$ cat src/rtl/rv32_mul_unit.sv
// ---------------------------------------------------------------------------
// rv32_mul_unit -- three-stage RV32M multiply execute unit.
//
// Accepts MUL / MULH / MULHSU / MULHU over a valid/ready handshake and
// returns the 32-bit result three cycles after the input transfer.
//   S1: operand conditioning (magnitudes, negate flag, op, tag)
//   S2: 64-bit unsigned product from a 2-bit Vedic multiplier tree
//   S3: sign restore and low/high word select into the out_* registers
//
// Ports
//   clk, rst          clock, synchronous active-high reset
//   flush             kills every in-flight operation (and any offered op)
//   in_valid/in_ready input handshake; in_ready = advance
//   in_op             00 MUL, 01 MULH, 10 MULHSU, 11 MULHU
//   in_rs1/in_rs2     operands
//   in_tag            pass-through tag
//   out_valid/out_ready output handshake
//   out_result/out_tag result word and its tag
// ---------------------------------------------------------------------------

// 2x2 Vedic (Urdhva-Tiryakbhyam) multiplier cell.
module rv32_vedic2x2 (
    input  logic [1:0] a,
    input  logic [1:0] b,
    output logic [3:0] p
);
    logic cross_lo;
    logic cross_hi;
    logic top;
    logic carry1;

    assign p[0]     = a[0] & b[0];
    assign cross_lo = a[1] & b[0];
    assign cross_hi = a[0] & b[1];
    assign p[1]     = cross_lo ^ cross_hi;
    assign carry1   = cross_lo & cross_hi;
    assign top      = a[1] & b[1];
    assign p[2]     = top ^ carry1;
    assign p[3]     = top & carry1;
endmodule

module rv32_mul_unit #(
    parameter int XLEN  = 32,
    parameter int TAG_W = 5
) (
    input  logic             clk,
    input  logic             rst,
    input  logic             flush,
    input  logic             in_valid,
    output logic             in_ready,
    input  logic [1:0]       in_op,
    input  logic [XLEN-1:0]  in_rs1,
    input  logic [XLEN-1:0]  in_rs2,
    input  logic [TAG_W-1:0] in_tag,
    output logic             out_valid,
    input  logic             out_ready,
    output logic [XLEN-1:0]  out_result,
    output logic [TAG_W-1:0] out_tag
);
    localparam int DIGITS = XLEN / 2;   // 2-bit digits per operand
    localparam int PW     = 2 * XLEN;   // full product width

    logic advance;

    // Stage registers
    logic             s1_valid, s2_valid, s3_valid;
    logic [XLEN-1:0]  s1_a_mag, s1_b_mag;
    logic             s1_neg, s2_neg;
    logic [1:0]       s1_op, s2_op;
    logic [TAG_W-1:0] s1_tag, s2_tag;
    logic [PW-1:0]    s2_prod;

    // Combinational per-stage values
    logic             sign_a, sign_b;
    logic [XLEN-1:0]  a_mag_next, b_mag_next;
    logic [PW-1:0]    tree_prod;
    logic [PW-1:0]    signed_prod;
    logic [XLEN-1:0]  result_next;

    // A stalled output freezes the whole pipe; bubbles are kept in place.
    assign advance   = !s3_valid || out_ready;
    assign in_ready  = advance;
    assign out_valid = s3_valid;

    // ---------------- S1: operand conditioning ----------------
    // rs1 is signed for MULH and MULHSU, rs2 only for MULH.
    assign sign_a = (in_op == 2'b01 || in_op == 2'b10) ? in_rs1[XLEN-1] : 1'b0;
    assign sign_b = (in_op == 2'b01) ? in_rs2[XLEN-1] : 1'b0;
    // The most negative value maps to itself, which is its correct
    // unsigned magnitude.
    assign a_mag_next = sign_a ? (~in_rs1 + 1'b1) : in_rs1;
    assign b_mag_next = sign_b ? (~in_rs2 + 1'b1) : in_rs2;

    // ---------------- S2: Vedic multiplier tree ----------------
    // Every digit pair of the magnitudes gets a 2x2 cell; the 4-bit
    // partial product of digits (i, j) carries weight 4^(i+j).
    logic [3:0] pp [DIGITS][DIGITS];

    generate
        for (genvar gi = 0; gi < DIGITS; gi++) begin : g_row
            for (genvar gj = 0; gj < DIGITS; gj++) begin : g_col
                rv32_vedic2x2 u_cell (
                    .a (s1_a_mag[2*gi +: 2]),
                    .b (s1_b_mag[2*gj +: 2]),
                    .p (pp[gi][gj])
                );
            end
        end
    endgenerate

    always_comb begin
        tree_prod = '0;
        for (int i = 0; i < DIGITS; i++) begin
            for (int j = 0; j < DIGITS; j++) begin
                tree_prod = tree_prod + (PW'(pp[i][j]) << (2 * (i + j)));
            end
        end
    end

    // ---------------- S3: sign restore and word select ----------------
    assign signed_prod = s2_neg ? (~s2_prod + 1'b1) : s2_prod;
    assign result_next = (s2_op == 2'b00) ? signed_prod[XLEN-1:0]
                                          : signed_prod[PW-1:XLEN];

    // ---------------- Pipeline registers ----------------
    always_ff @(posedge clk) begin
        if (rst) begin
            s1_valid   <= 1'b0;
            s2_valid   <= 1'b0;
            s3_valid   <= 1'b0;
            out_result <= '0;
            out_tag    <= '0;
        end else begin
            if (flush) begin
                // Also drops whatever is offered this cycle.
                s1_valid <= 1'b0;
                s2_valid <= 1'b0;
                s3_valid <= 1'b0;
            end else if (advance) begin
                s1_valid <= in_valid;
                s2_valid <= s1_valid;
                s3_valid <= s2_valid;
            end

            if (advance) begin
                s1_a_mag   <= a_mag_next;
                s1_b_mag   <= b_mag_next;
                s1_neg     <= sign_a ^ sign_b;
                s1_op      <= in_op;
                s1_tag     <= in_tag;

                s2_prod    <= tree_prod;
                s2_neg     <= s1_neg;
                s2_op      <= s1_op;
                s2_tag     <= s1_tag;

                out_result <= result_next;
                out_tag    <= s2_tag;
            end
        end
    end
endmodule

$ cat config.mk
export PLATFORM = sky130hd
export DESIGN_NAME = rv32_mul_unit
export DESIGN_NICKNAME = d
export VERILOG_FILES = /design/src/rtl/rv32_mul_unit.sv
export SDC_FILE = /design/constraint.sdc
export NUM_CORES = 2
export LEC_CHECK = 0
export ABC_CLOCK_PERIOD_IN_PS = 8000
export CORE_MARGIN = 10
export CORE_UTILIZATION = 35
export DETAILED_ROUTE_END_ITERATION = 7
export PLACE_DENSITY = 0.52
export SLEW_MARGIN = 20
export SYNTH_ARGS = -nofsm -noshare
export SYNTH_HDL_FRONTEND = slang
export SYNTH_SLANG_ARGS = --single-unit
$ cat constraint.sdc
create_clock -name clk -period 8 [get_ports clk]
set_input_delay 1.6 -clock clk [delete_from_list [all_inputs] [get_ports clk]]
set_output_delay 1.6 -clock clk [all_outputs]
set_load 0.005 [all_outputs]
==> impl_metrics.ini <==
[layout]
drive_gt1_share_pct = 10.1
layout.cells.non_filler = 7170
final_cell_mix = inv_1, and2_1, fa_1
syn_to_final_growth_pct = 15.3
utilization_pct = 40.7
nFillCells = 13800
final_common_cell = inv_1
nets = 7014

[clock_network]
clockRootBuffer = clkbuf_16
path_clk_slew_ns = 0.08
cts_sinks = 184
insertion_delay_ns = 0.52
htreeDepth = 4
tritoncts = done
cts_buffers = 17
holdBufCountCts = 0
clockBufferDepth = 2

[sta]
min_period_over_period_pct = 98.2
setup_viol = 0
final_max_slew_viol_count = 0
worst_pin_slew_ns = 1.07
clock_skew_ns = 0.0179
min_period_ns = 7.86
slew_headroom_pct = 28.3
hold_violations = 0
fmax_ghz = 0.127

[worst_hold_path]
hold_path.class = flip-flop to flip-flop

[detailed_routing]
viasPerCell = 4.78
num_vias = 34300
top_layer = met4
wl_met2_mm = 71.7
routedWlPerCell_um = 19.9
drc_errors = 0
drtIter0Drc = 1741
drtPass1Iterations = 5
met1_length_mm = 62.6
routed_wl_mm = 143
ant_nets = 0
met3_length_mm = 5.13

[setup_path]
worst-path-max-fanout = 6
required_ns = 8.27
crit_type = flip-flop to flip-flop
start_kind = flip-flop
cpPeakStageDelay_ns = 0.59
critPathSlowestCell = fa_1
crit_arrival_ns = 8.13
cpMostUsedCell = buf_4
critPathCaptureType = flip-flop

[synth]
synth.cell_area_um2 = 49400
yosysWarnings = 0
syn_inst = 5068
synth_cell_types = 74
ys_ff_latch = 184
async_flop_share_pct = 0
avgSynthCellArea_um2 = 9.74
seq_area_frac_synth_pct = 10.4
synth_nets = 6805
synth_edf_count = 144
synth_flop_cell = edfxtp_1

[grt]
grt_first_pass_wirelength_mm = 213
antenna_found_initial = 11
grt_pass1_vias = 36700
grt_max_degree = 147
grt.overflow.total = 0
grt_util_all_layers_pct = 17.3

[place]
dpl.cell_count = 7048
hpwl_mm = 116
place.gp.congestion = 0.874
portBuffers = 114

[die]
die_w_um = 396
die_h_um = 396
placementRows = 137
coreArea_um2 = 140000
ioPinCount = 115
start_util_pct = 35.3
design.die.area_um2 = 157000

[run]
cap_violations = 0

[run_status]
status = finished, final reports clean
final timing paths:
check              startpoint  slack [ns]  cells past startpoint     endpoint
hold / removal       s1_op[1]        0.42                      0     s2_op[1]
setup / recovery  s1_a_mag[4]        0.14                     31  s2_prod[61]
hold reg to reg      s1_op[1]        0.42                      0     s2_op[1]
setup reg to reg  s1_a_mag[4]        0.14                     31  s2_prod[61]
stage by stage:
step                TNS [ns]  worst slack (ns)  hold WS (ns)  area, µm²
global route          -0.450           -0.0550         0.428      56900
global placement       -1.66            -0.248         0.401      54200
finish                     0             0.142         0.423      56900
CTS                        0           0.00250         0.424      54900
detailed placement     -1.38            -0.168         0.405      54200
floorplan                  0             0.333         0.400      49400
layout make-up:
type	instances	area, µm²	share of cell area, %
timing repair buffer	432	4550	8.00
tap	1876	2350	4.12
antenna	4	10.0	0.0176
clock buffer	17	425	0.747
inverter	1060	3980	6.99
clock inverter	15	178	0.312
multi-input combinational	3582	40300	70.8
sequential	184	5120	9.00
registers in the layout (all words and copies together), names as in the netlist, 2 cells and up:
register / cells
s2_op: 2
s1_op: 2
out_result: 32
s1_b_mag: 32
out_tag: 5
s2_tag: 5
s1_a_mag: 32
s1_tag: 5
s2_prod: 64
synthesized netlist by cell type, drive strengths merged (2+ instances only):
master,count,area [µm²]
xor2,76,666
nand3,15,80.1
nand3b,4,30.0
o21bai,14,105
xnor2,93,815
a31oi,12,75.1
or3,6,37.5
a22o,6,52.6
nor3,27,151
edfxtp,144,4320
or4,16,128
and3,17,106
buf,5,31.3
or3b,2,20.0
mux2i,4,40.0
nor4,17,121
o31ai,22,179
nor2,81,304
a21bo,2,20.0
a221oi,4,41.3
fa,902,18100
o311ai,3,26.3
a2111oi,2,17.5
o41ai,18,180
a21oi,108,541
o22ai,6,37.5
a211oi,14,105
nor2b,9,56.3
clkbuf,237,890
and2,921,5760
o21a,3,22.5
o221ai,4,35.0
a21o,30,225
dfxtp,40,801
nand2b,9,56.3
nand2,220,828
o211ai,11,82.6
nand4,15,93.8
a21boi,5,37.5
inv,1060,3980
or2,10,62.6
a311oi,4,35.0
o21ai,97,489
ha,759,9500
worst max-delay path: cells and delay by family, from the launching register on:
| family | cells | cell delay (ns) |
|---|---|---|
| simple gates | 3 | 0.47 |
| flops | 1 | 0.46 |
| xor+xnor | 1 | 0.14 |
| compound gates | 6 | 0.72 |
| fa+ha+maj | 11 | 4.39 |
| buf+inv | 10 | 1.42 |
repair_timing:
item                       4_1_cts  5_1_grt
pin swaps                        0      153
gates resized for setup         16      216
setup endpoints to repair       16       23
gates cloned                     0       21
setup buffers                    1       66
logic make-up (layout without fill, tap and decap cells):
kind of cell / count (synthesis) / in the layout / synth area share [%]
adders and majority gates: 1661 / 1661 / 55.8
buffers and inverters: 1302 / 1524 / 9.92
xor gates and xnor gates: 169 / 169 / 3.00
and+or+nand+nor: 1372 / 1372 / 15.9
DFF: 184 / 184 / 10.4
AOI/OAI and AO/OA: 376 / 376 / 4.89
other: 0 / 4 / 0
muxes: 4 / 4 / 0.0811
layer usage:
layer,up-vias,global-route usage (%)
met5,-,0
met4,0,3.53
met3,131,1.04
met2,557,30.7
met1,17600,23.1
li1,16000,-
Power is not shown: default switching activity piles up to over one toggle a cycle in this logic, so the estimate is an artifact.
